File: src/rtl/rf_write_arbiter.sv
// Round-robin arbiter for the register file's single write port, with a bulk-clear sequencer
// that sweeps zeros through every address using the same registered write outputs.
module rf_write_arbiter #(
  parameter int unsigned NUM_REQ  = 4,
  parameter int unsigned ADDR_W   = 4,
  parameter int unsigned DATA_W   = 16,
  parameter int unsigned NUM_REGS = 16
) (
  input  logic                      clk,
  input  logic                      reset,
  input  logic [NUM_REQ-1:0]        req,
  input  logic [NUM_REQ*ADDR_W-1:0] req_addr,
  input  logic [NUM_REQ*DATA_W-1:0] req_data,
  output logic [NUM_REQ-1:0]        gnt,
  input  logic                      clear_start,
  output logic                      busy,
  output logic                      clear_done,
  output logic                      rf_write,
  output logic [ADDR_W-1:0]         rf_address,
  output logic [DATA_W-1:0]         rf_data
);

  localparam int unsigned PtrW = (NUM_REQ > 1) ? $clog2(NUM_REQ) : 1;

  typedef enum logic {StIdle, StClear} state_e;

  state_e              state_q, state_d;
  logic [PtrW-1:0]     rr_ptr_q, rr_ptr_d;
  logic [ADDR_W-1:0]   clear_cnt_q, clear_cnt_d;
  logic                rf_write_q, rf_write_d;
  logic [ADDR_W-1:0]   rf_address_q, rf_address_d;
  logic [DATA_W-1:0]   rf_data_q, rf_data_d;
  logic                busy_q, busy_d;
  logic                clear_done_q, clear_done_d;

  logic                gnt_valid;
  logic [PtrW-1:0]     gnt_idx;
  int unsigned         idx;

  // Search starts at rr_ptr and wraps; gated off during reset, clear, or a clear request.
  always_comb begin
    gnt_valid = 1'b0;
    gnt_idx   = '0;
    idx       = 0;
    gnt       = '0;
    if (reset && (state_q == StIdle) && !clear_start) begin
      for (int unsigned k = 0; k < NUM_REQ; k++) begin
        idx = (32'(rr_ptr_q) + k) % NUM_REQ;
        if (!gnt_valid && req[idx]) begin
          gnt_valid = 1'b1;
          gnt_idx   = idx[PtrW-1:0];
        end
      end
    end
    if (gnt_valid) begin
      gnt[gnt_idx] = 1'b1;
    end
  end

  always_comb begin
    state_d      = state_q;
    rr_ptr_d     = rr_ptr_q;
    clear_cnt_d  = clear_cnt_q;
    rf_write_d   = 1'b0;
    rf_address_d = rf_address_q;
    rf_data_d    = rf_data_q;
    busy_d       = busy_q;
    clear_done_d = 1'b0;
    unique case (state_q)
      StIdle: begin
        if (clear_start) begin
          state_d      = StClear;
          clear_cnt_d  = ADDR_W'(1);
          busy_d       = 1'b1;
          rf_write_d   = 1'b1;
          rf_address_d = '0;
          rf_data_d    = '0;
        end else if (gnt_valid) begin
          rf_write_d   = 1'b1;
          rf_address_d = req_addr[32'(gnt_idx)*ADDR_W +: ADDR_W];
          rf_data_d    = req_data[32'(gnt_idx)*DATA_W +: DATA_W];
          rr_ptr_d     = (gnt_idx == PtrW'(NUM_REQ - 1)) ? '0 : gnt_idx + 1'b1;
        end
      end
      StClear: begin
        // The last address went out on the previous edge; finish the sweep.
        if (rf_address_q == ADDR_W'(NUM_REGS - 1)) begin
          state_d      = StIdle;
          busy_d       = 1'b0;
          clear_done_d = 1'b1;
        end else begin
          rf_write_d   = 1'b1;
          rf_address_d = clear_cnt_q;
          rf_data_d    = '0;
          clear_cnt_d  = clear_cnt_q + 1'b1;
        end
      end
      default: state_d = StIdle;
    endcase
  end

  always_ff @(posedge clk or negedge reset) begin
    if (!reset) begin
      state_q      <= StIdle;
      rr_ptr_q     <= '0;
      clear_cnt_q  <= '0;
      rf_write_q   <= 1'b0;
      rf_address_q <= '0;
      rf_data_q    <= '0;
      busy_q       <= 1'b0;
      clear_done_q <= 1'b0;
    end else begin
      state_q      <= state_d;
      rr_ptr_q     <= rr_ptr_d;
      clear_cnt_q  <= clear_cnt_d;
      rf_write_q   <= rf_write_d;
      rf_address_q <= rf_address_d;
      rf_data_q    <= rf_data_d;
      busy_q       <= busy_d;
      clear_done_q <= clear_done_d;
    end
  end

  assign rf_write   = rf_write_q;
  assign rf_address = rf_address_q;
  assign rf_data    = rf_data_q;
  assign busy       = busy_q;
  assign clear_done = clear_done_q;

endmodule

File: config.mk
export PLATFORM = sky130hd
export DESIGN_NAME = rf_write_arbiter
export DESIGN_NICKNAME = d
export VERILOG_FILES = /design/src/rtl/rf_write_arbiter.sv
export SDC_FILE = /design/constraint.sdc
export NUM_CORES = 1
export LEC_CHECK = 0
export ABC_AREA = 1
export ABC_CLOCK_PERIOD_IN_PS = 3850
export BUFFER_PORTS_ARGS = -buffer_cell sky130_fd_sc_hd__buf_2
export CORE_UTILIZATION = 30
export CTS_CLUSTER_SIZE = 14
export DETAILED_ROUTE_END_ITERATION = 10
export PLACE_DENSITY_LB_ADDON = 0.05
export SKIP_LAST_GASP = 1
export SYNTH_ARGS = -nofsm -noshare
export SYNTH_HDL_FRONTEND = slang
export SYNTH_SLANG_ARGS = --single-unit
File: constraint.sdc
create_clock -name clk -period 3.85 [get_ports clk]
set_input_delay 0.77 -clock clk [delete_from_list [all_inputs] [get_ports clk]]
set_output_delay 0.77 -clock clk [all_outputs]
set_load 0.02 [all_outputs]
# Yosys cells after proc, flatten, opt, wreduce, memory -nomap -nowiden
# Cells that the tools add are included.
classes:
  mux: 47
  reduce_logical: 14
  n_addsub: 5
  n_lt_le_gt_ge: 6
  n_eq_ne: 6
  shift: 2
  n_bitwise: 2
ops:
  columns: ["cell", "n"]
  rows:
  - ["$shiftx 64x7->16", 1]
  - ["$mux 16", 3]
  - ["$pmux 16 s2", 1]
  - ["$mux 4", 6]
  - ["$mux 1", 21]
  - ["$pmux 4 s2", 2]
  - ["$shiftx 16x5->4", 1]
  - ["$lt 2x3->1 const B", 5]
  - ["$mux 2", 6]
  - ["$bmux 1 s2", 4]
  - ["$logic_and 1x1->1", 6]
  - ["$pmux 1 s2", 3]
  - ["$reduce_and 2->1", 3]
  - ["$add 2x1->2 const B", 2]
  - ["$add 2x2->2 const B", 2]
  - ["$add 4x1->4 const B", 1]
  - ["$eq 4x4->1 const B", 1]
  - ["$logic_not 1->1", 4]
  - ["$ne 2x2->1 const B", 2]
  - ["$ne 3x3->1 const B", 1]
  - ["$reduce_and 3->1", 1]
  - ["$demux 1 s2", 1]
  - ["$eq 2x2->1 const B", 1]
  - ["$ge 2x1->1 const B", 1]
  - ["other kinds (2)", 3]
word_totals:
  input_bits: 87
  register_bits: 30
  word_cells: 90

# Logic depth before layout (Yosys ltp)
# Gate-level depths: netlist (run 1).
logic_depth:
  ltp_word: 21
  mapped_depth: 18

# Least setup slack after synthesis (run 1)
# OpenSTA, ideal clock, no wires.
synth_path:
  path_kind: "in2out"
  from: "input port req[3]"
  to: "output port gnt[0]"
  path_stages: 13
  n_path_buf: 1
  arrival_ns: 2.274
  setup_slack_ns: 0.806
  required_time_ns: 3.080
  cell_sequence: "inv_1 > nand2_1 > nand3_1 > nand2_1 > nor2_4 > nand3_1 > nand2_1 > inv_1 > nand2_1 > clkbuf_1 > ha_1 > inv_1 > nor2_1"
synth_between:
  elab_chain_cells: 21
  word_cells_on_any_way: 33
  classes_between: "order compare: 2; mux: 24; reduce/logical: 7"
synth_lines:
  columns: ["element", "line_no", "rtl"]
  rows:
  - ["start: declaration", "11", "input logic [NUM_REQ-1:0] req,"]
  - ["$bmux 1 s2", "49", "if (!gnt_valid && req[idx]) begin"]
  - ["$mux 1 (not written as such)", "49", null]
  - ["$mux 1", "49", null]
  - ["$mux 1", "46", "if (reset && (state_q == StIdle) && !clear_start) begin"]
  - ["$logic_not 1->1", "49", null]
  - ["$logic_and 1x1->1", "49", null]
  - ["$mux 1", "49", null]
  - ["$mux 1", "46", null]
  - ["[... 5 more ...]", null, null]
  - ["$logic_and 1x1->1", "49", null]
  - ["$mux 2", "49", null]
  - ["$mux 2", "46", null]
  - ["$lt 2x3->1 (not written as such) / $ge 2x1->1 (equally long branches)", "56", "gnt[gnt_idx] = 1'b1;"]
  - ["$logic_and 1x1->1 (not written as such)", "56", null]
  - ["$mux 1 (not written as such)", "56", null]
  - ["$demux 1 s2", "56", null]
  - ["$mux 4 (*)", "55", "if (gnt_valid) begin"]
  - ["end: declaration", "14", "output logic [NUM_REQ-1:0] gnt,"]
# Mark *: on every way between the ends. The rest lies on a longest branch, timed or not. The select of a mux whose other input is x is not followed.

# Final worst setup path (run 1)
layout_path:
  from: "register rr_ptr_q[0]"
  to: "output port gnt[3]"
layout_between:
  elab_chain_cells: 21
  word_cells_on_any_way: 36
  classes_between: "add/sub: 3; order compare: 2; mux: 24; reduce/logical: 7"
layout_lines:
  columns: ["element", "line_no", "rtl"]
  rows:
  - ["start: declaration", "28", "logic [PtrW-1:0] rr_ptr_q, rr_ptr_d;"]
  - ["start signal: assignment", "114", "rr_ptr_q <= rr_ptr_d;"]
  - ["$bmux 1 s2", "49", null]
  - ["$mux 1 (not written as such)", "49", null]
  - ["$mux 1", "49", null]
  - ["$mux 1", "46", null]
  - ["$logic_not 1->1", "49", null]
  - ["$logic_and 1x1->1", "49", null]
  - ["$mux 1", "49", null]
  - ["$mux 1", "46", null]
  - ["[... 5 more ...]", null, null]
  - ["$logic_and 1x1->1", "49", null]
  - ["$mux 2", "49", null]
  - ["$mux 2", "46", null]
  - ["$lt 2x3->1 (not written as such) / $ge 2x1->1 (equally long branches)", "56", null]
  - ["$logic_and 1x1->1 (not written as such)", "56", null]
  - ["$mux 1 (not written as such)", "56", null]
  - ["$demux 1 s2", "56", null]
  - ["$mux 4 (*)", "55", null]
# Marked as above.

==> metrics.cfg, run 1 <==
[run_status]
outcome=complete, no violations

[final_layout]
final_nets=541
num-fill-cells=750
final_common_cell=nand2_1
utilization=0.420
final_cell_mix=153 x nand2_1, 113 x buf_2, 75 x nand3_1, 30 x dfrtp_1, 18 x inv_1
multi_input_area_um2=1240
antenna_cells=0
drive_gt1_frac=0.309
final-seq-area_um2=751
stdcell_count=546
area_delta_synth_final_pct=33.4

[setup_path]
cp_max_fo=25
r2r_end=rf_data[9]
path_class=flip-flop to output pin
crit_start=rr_ptr_q[0]
crit_end=gnt[3]
critPathArrivalTime_ps=2700
worstReg2RegStart=rr_ptr_q[0]
cp-start-kind=flip-flop
endpoint_kind=output pin
crit_required_ps=3080
reg2regPathDepth=16
timing.reg2reg.setup_slack_ps=1190

[detailed_routing]
dr.pass1.iters=4
num_vias=2509
route.detailed.drc=0
wirelength_mm=6.77
dr.first_iter.drc_count=85
antenna_left=0
wl_per_cell_um=12.4
avgViaCountPerCell=4.60

[synthesis]
synth-edff-count=0
seq_area_frac_synth=0.345
synthCells=340
synth-async-reset-ratio=1.00
synth_nets=432
yosysWarnings=0
synth_cell_types=24
syn_area_um2=2170
synth_area_per_cell_um2=6.40
synth_area_leader_cell=dfrtp_1
synth_flop_cell=dfrtp_1
synth-seq-cells=30
synth.top_cell.area_share=0.345
ys_top_cells_by_area=dfrtp_1 35%, nand2_1 26%, nand3_1 17%

[timing]
fin_ws_ps=377
tightestPinTransition_ps=442
period_needed_ps=3470
maxSlewViolCount=0
finalSetupViolCount=0
finalHoldViolCount=0
relSlewSlack=0.705
max_freq_mhz=288
finClkSkew_ps=3.98
hold_ws_ps=477
rsz0062_at_grt=false
fin_crit_sh=0.902
finalSetupTns_ps=0

[power_and_ir_drop]
ir_drop_uv=316
p_leak_nw=1.71
p_per_area_nw_per_um2=486

[global_route]
met3_usage=0.0427
grt.busiest_layer=met2
antenna_found_initial=0
grt_pass1_wl_mm=11.1
grt_max_degree=31
grt_usage=0.189
grtUsageMet2=0.310
grt_pass1_vias=2383
grt_use_met1=0.253
grt-ovfl-total=0

[floorplan]
start_util=0.315
die_area_um2=7590
fp-row-count=30
die_h_um=87.1
core_area_um2=6910
die-width_um=87.1
pin_count=114

[clock_tree]
clock-sinks=30
root_buffer=clkbuf_8
cts_tree=done
cts_buffers=5
clkLatencyLatePin_ps=280
clk_pin_slew_ps=70
clk_path_buf_depth=2
htreeDepth=2
post_cts_buffers=0

[placed_design]
post-place-cells=538
place.detailed.hpwl_mm=4.88
globalplace.congestion=0.824
preCtsSetupSlack_ps=234
portBuffers=113

[hold_path]
hold_path.class=flip-flop to flip-flop

[run]
drv_cap=0

## power by group
group / internal [mW] / switching, mW
clock: 0.144 / 0.129
sequential: 0.392 / 0.0727
combinational: 0.235 / 0.436
## area by class of cell
type / count / share of cell area
Clock buffer: 6 / 0.0285
Clock inverter: 2 / 0.00431
Inverter: 24 / 0.0328
Multi-Input combinational cell: 270 / 0.426
Sequential cell: 30 / 0.259
Tap cell: 96 / 0.0414
Timing Repair Buffer: 118 / 0.208
## synth_stat cells (2+ instances only)
cell type  number
xor2_1          2
and3_1          2
clkbuf_1        2
buf_6           4
dfrtp_1        30
nand2_2         3
ha_1            5
nand2_1       153
inv_2           5
o21ai_0         5
a21oi_1         7
nand2_4         2
nand3_1        75
nor2_1         11
buf_2           8
inv_1          18
## logic make-up after synthesis
kind of cell / count (synthesis) / synth area share
AO/OA/AOI/OAI: 14 / 0.0351
XOR/XNOR: 2 / 0.00806
adder cells (fa/ha/maj): 5 / 0.0288
buffers and inverters: 40 / 0.0903
flip-flops: 30 / 0.345
AND/OR/NAND/NOR: 249 / 0.493
## registers in the layout (all words and copies together), names as in the netlist
| name | count |
|---|---|
| state_q | 1 |
| busy | 1 |
| clear_cnt_q | 4 |
| rf_address | 4 |
| rr_ptr_q | 2 |
| rf_write | 1 |
| rf_data | 16 |
| clear_done | 1 |
## worst max-delay path, cell delays in order (launching register included)
cell and delay, ps:
dfrtp_1 520, inv_4 170, nand2_1 80, nand2_2 120
nand2_1 90, inv_2 60, nor2_1 50, nand3_2 90
nand2_4 90, inv_4 280, nand2_8 180, inv_2 220
ha_1 180, inv_1 40, nor2_1 80, buf_2 160
## per-stage QoR
step,cell area [um^2],total power [mW]
2_1_floorplan,2170,0.936
3_3_place_gp,2790,1.13
3_5_place_dp,2790,1.13
4_1_cts,2890,1.41
5_1_grt,2900,1.54
6_report,2900,1.41
## routing by layer
layer | share of wire | vias up
met3 | 0.059 | 2
met5 | 0 | -
li1 | - | 1306
met4 | 0.0037 | 0
met2 | 0.46 | 68
met1 | 0.47 | 1133
## timing repair
| item | CTS | global route |
|---|---|---|
| hold buffers | 0 | 0 |
| gates resized for setup | 0 | 3 |
| setup endpoints to repair | 0 | 2 |
## worst min path at each step
stage,depth (start not counted),to,start
after detailed placement,2,rf_data[1],rf_data[1]
after global placement,2,rf_data[4],rf_data[4]
after floorplan,0,busy,reset
after global routing,2,rf_data[7],rf_data[7]
final,2,rf_data[7],rf_data[7]
after CTS,2,rf_data[1],rf_data[1]
No activity file was read; power rests on OpenSTA's default activity.
==> run 2, diff against run 1 <==
--- a/config.mk
+++ b/config.mk
@@ -8,6 +8,8 @@
 export ABC_AREA = 1
 export ABC_CLOCK_PERIOD_IN_PS = 3850
 export BUFFER_PORTS_ARGS = -buffer_cell sky130_fd_sc_hd__buf_2
+export CELL_PAD_IN_SITES_DETAIL_PLACEMENT = 0
+export CELL_PAD_IN_SITES_GLOBAL_PLACEMENT = 1
 export CORE_UTILIZATION = 30
 export CTS_CLUSTER_SIZE = 14
 export DETAILED_ROUTE_END_ITERATION = 10
==> metrics.cfg, run 2 (synthesis gave the netlist of run 1 again) <==
[setup_path]
critPathArrivalTime_ps=2740
r2r_end=rf_data[8]
endpoint_kind=output pin
cp-start-kind=flip-flop
crit_required_ps=3080
reg2regPathDepth=16
timing.reg2reg.setup_slack_ps=1180
cp_max_fo=13
path_class=flip-flop to output pin
worstReg2RegStart=rr_ptr_q[0]

[final_layout]
area_delta_synth_final_pct=35.2
final_nets=541
final_common_cell=nand2_1
final-seq-area_um2=751
antenna_cells=0
multi_input_area_um2=1230
utilization=0.426
drive_gt1_frac=0.309
num-fill-cells=809
largest_reg_flops=16
final_cell_mix=153 x nand2_1, 113 x buf_2, 75 x nand3_1, 30 x dfrtp_1, 18 x inv_1

[clock_tree]
root_buffer=clkbuf_8
clock-sinks=30
cts_tree=done
post_cts_buffers=0
postCtsHoldBufs=0
clk_pin_slew_ps=70
clkLatencyLatePin_ps=280
ctsResizeCount=0
cts_buffers=5
htreeDepth=2
clk_path_buf_depth=2

[floorplan]
pin_count=114
die_h_um=87.1
die-width_um=87.1
start_util=0.315
core_area_um2=6910
fp-row-count=30
die_area_um2=7590

[timing]
relSlewSlack=0.706
rsz0062_at_grt=false
finClkSkew_ps=5.15
hold_ws_ps=472
tightestPinTransition_ps=441
max_freq_mhz=285
fin_crit_sh=0.911
period_needed_ps=3510
maxSlewViolCount=0
finalHoldViolCount=0
finalSetupTns_ps=0
finalSetupViolCount=0

[detailed_routing]
num_vias=2491
dr.pass1.iters=4
route.detailed.drc=0
dr.first_iter.drc_count=103
wl_per_cell_um=12.5
avgViaCountPerCell=4.56
antenna_left=0
wirelength_mm=6.84

[power_and_ir_drop]
p_per_area_nw_per_um2=519
p_sw_mw=0.622
p_leak_nw=1.75
ir_drop_uv=230
total_power_mw=1.53
intPower_mw=0.903
p_clk_frac=0.266
sequentialPowerShare=0.305
p_comb_frac=0.429
swShare=0.408

[placed_design]
portBuffers=113
globalplace.congestion=0.876
place.detailed.hpwl_mm=4.97

[hold_path]
hold_end=rf_data[10]
holdPathStages=2
hold_start=rf_data[10]
hold_path.class=flip-flop to flip-flop

[global_route]
antenna_found_initial=0
grt_usage=0.194
grt_pass1_wl_mm=11.4
grt_pass1_vias=2422
grt_max_degree=32
grt-ovfl-total=0

[run]
drv_cap=0

[run_status]
outcome=complete, no violations

==> run 2: cell count changes in the layout (fill, tap and decap cells not counted), sizes merged <==
cell and change:
clkinv -1, bufinv +2, clkinvlp -1
==> run 2: power by group through the flow <==
stage / sequential [mW] / clock, mW / combinational (mW)
final: 0.465 / 0.406 / 0.654
after detailed placement: 0.470 / 0 / 0.657
after global placement: 0.472 / 0 / 0.659
after global routing: 0.479 / 0.431 / 0.749
after CTS: 0.465 / 0.414 / 0.660
after floorplan: 0.496 / 0 / 0.440
==> run 2: stage by stage <==
step	cell area [um^2]	setup slack (ps)	cells
after floorplan	2170	806	340
after global placement	2790	360	538
after detailed placement	2790	342	538
after CTS	2940	213	546
after global routing	2940	26.4	546
final	2940	341	546
==> run 2: layer usage <==
metal	share of wire	global-route usage	routed length (um)	vias to the layer above
li1	-	-	-	1299
met1	0.49	0.255	3360	1110
met2	0.44	0.318	2990	76
met3	0.064	0.0588	440	6
met4	0.0072	0.0387	49	0
met5	0	0	0	-
==> run 2: worst max path at each step <==
stage	end	from	cells past startpoint	slack, ps
CTS	gnt[1]	rr_ptr_q[0]	15	210
global placement	gnt[2]	req[1]	14	360
floorplan	gnt[0]	req[3]	13	810
global route	gnt[2]	rr_ptr_q[0]	13	30
finish	gnt[2]	rr_ptr_q[0]	14	340
detailed placement	gnt[3]	req[3]	15	340
==> run 2: worst max-delay path, stage by stage, from the launching register on <==
cell,delay (ps)
dfrtp_1,570
inv_4,120
nand2_1,100
nand2_2,90
nand2_2,80
nand2_2,60
nor2_4,110
nand3_1,80
nand3_1,80
nand2_1,200
inv_1,410
ha_1,230
inv_1,40
nor2_1,100
buf_2,170
==> run 2: area by class of cell <==
cell class	count	share of cell area
clock buffer	6	0.0281
inverter	24	0.0324
sequential	30	0.255
timing repair buffer	118	0.205
multi-input combinational	270	0.418
tap	96	0.0409
clock inverter	2	0.0204
==> run 3, diff against run 2 <==
--- a/config.mk
+++ b/config.mk
@@ -14,6 +14,7 @@
 export CTS_CLUSTER_SIZE = 14
 export DETAILED_ROUTE_END_ITERATION = 10
 export PLACE_DENSITY_LB_ADDON = 0.05
+export REMOVE_ABC_BUFFERS = 1
 export SKIP_LAST_GASP = 1
 export SYNTH_ARGS = -nofsm -noshare
 export SYNTH_HDL_FRONTEND = slang
==> metrics.cfg, run 3 (synthesis gave the netlist of run 1 again) <==
[detailed_routing]
num_vias=2471
dr.pass1.iters=4
antenna_left=0
wl_per_cell_um=12.3
wirelength_mm=6.73
route.detailed.drc=0
avgViaCountPerCell=4.53
dr.first_iter.drc_count=69

[clock_tree]
clk_path_buf_depth=2
clock-sinks=30
htreeDepth=2
post_cts_buffers=0
postCtsHoldBufs=0
clkLatencyLatePin_ps=280
clk_pin_slew_ps=70
cts_buffers=5
cts_tree=done
ctsResizeCount=0
root_buffer=clkbuf_8

[floorplan]
core_area_um2=6910
fp-row-count=30
die_h_um=87.1
start_util=0.315
pin_count=114
die_area_um2=7590
die-width_um=87.1

[timing]
rsz0062_at_grt=false
hold_ws_ps=474
finalSetupTns_ps=0
max_freq_mhz=293
finClkSkew_ps=8.85
relSlewSlack=0.735
maxSlewViolCount=0
finalHoldViolCount=0
tightestPinTransition_ps=397
period_needed_ps=3410
finalSetupViolCount=0
fin_crit_sh=0.887

[setup_path]
crit_required_ps=3080
cp_max_fo=25
crit_slowest_cell=dfrtp_1
worstPathCellList=inv_4 -> nand2_1 -> nand3_1 -> nand2_1 -> nor2_4 -> nand3_2 -> nand2_4 -> inv_4 -> nand2_4 -> inv_2 -> ha_1 -> inv_1 -> nor2_1 -> buf_2
cp_slowest_stage_delay_ps=560
crit_end=gnt[1]
r2r_end=rf_data[14]
worstReg2RegStart=rr_ptr_q[0]
endpoint_kind=output pin
cp-start-kind=flip-flop
crit_family=simple AND/OR/NAND/NOR gates
path_class=flip-flop to output pin
critPathArrivalTime_ps=2640
timing.reg2reg.setup_slack_ps=1220
crit_start=rr_ptr_q[0]
crit_cells=14
reg2regPathDepth=15
crit_buf_inv=5

[global_route]
antenna_found_initial=0
grt_usage=0.186
grt_max_degree=31
grt-ovfl-total=0
grt_pass1_vias=2371
grt_pass1_wl_mm=10.9

[final_layout]
area_delta_synth_final_pct=33.0
drive_gt1_frac=0.309
num-fill-cells=812
antenna_cells=0
final_nets=541
stdcell_count=546
multi_input_area_um2=1230
final-seq-area_um2=751
final_common_cell=nand2_1
largest_reg_flops=16
final_cell_mix=153 x nand2_1, 113 x buf_2, 75 x nand3_1, 30 x dfrtp_1, 18 x inv_1

[placed_design]
place.detailed.hpwl_mm=5.09
post-place-cells=538
portBuffers=113
globalplace.congestion=0.784

[power_and_ir_drop]
p_sw_mw=0.612
ir_drop_uv=123
swShare=0.443
p_clk_frac=0.197
p_comb_frac=0.467
p_per_area_nw_per_um2=478
intPower_mw=0.769
sequentialPowerShare=0.336
p_leak_nw=1.72

[run_status]
outcome=complete, no violations

[run]
drv_cap=0

[hold_path]
hold_path.class=flip-flop to flip-flop

-- run 3: area by class of cell --
class,instances,area share
clock buffers,6,0.0286
well taps,96,0.0415
inverters,24,0.0329
multi-input cells,270,0.424
clock inverters,2,0.00433
flip-flops and latches,30,0.260
repair buffers,118,0.209
-- run 3: metrics by stage --
step	instance area [um^2]	worst slack, ps	utilization	total power, mW
2_1_floorplan	2070	343	-	0.915
3_3_place_gp	2790	366	0.405	1.12
3_5_place_dp	2790	305	0.405	1.12
4_1_cts	2890	207	0.418	1.40
5_1_grt	2890	178	0.419	1.51
6_report	2890	436	0.419	1.38
-- run 3: worst min-delay path by stage --
stage,start,endpoint,slack (ps),cells after the start
finish,rf_data[10],rf_data[10],470,2
global route,rf_data[10],rf_data[10],490,2
CTS,rf_data[10],rf_data[10],480,2
detailed placement,rf_data[10],rf_data[10],460,2
global placement,rf_data[9],rf_data[9],460,2
floorplan,reset,busy,470,0
-- run 3: power by group through the flow --
stage	Clock, mW	Sequential (mW)	Combinational (mW)
2_1_floorplan	0	0.504	0.410
3_3_place_gp	0	0.469	0.653
3_5_place_dp	0	0.470	0.651
4_1_cts	0.282	0.464	0.654
5_1_grt	0.296	0.475	0.734
6_report	0.272	0.464	0.646
-- run 3: per-layer routing --
layer | up-vias | GRT usage | part of all wire
met1 | 1097 | 0.236 | 0.47
met2 | 72 | 0.316 | 0.47
li1 | 1296 | - | -
met5 | - | 0 | 0
met3 | 6 | 0.0427 | 0.049
met4 | 0 | 0.0522 | 0.010
-- run 3: worst min-delay path, stage by stage, from the launching register on --
cell     delay (ps)
dfrtp_1         340
nand2_1          50
nand2_1          60
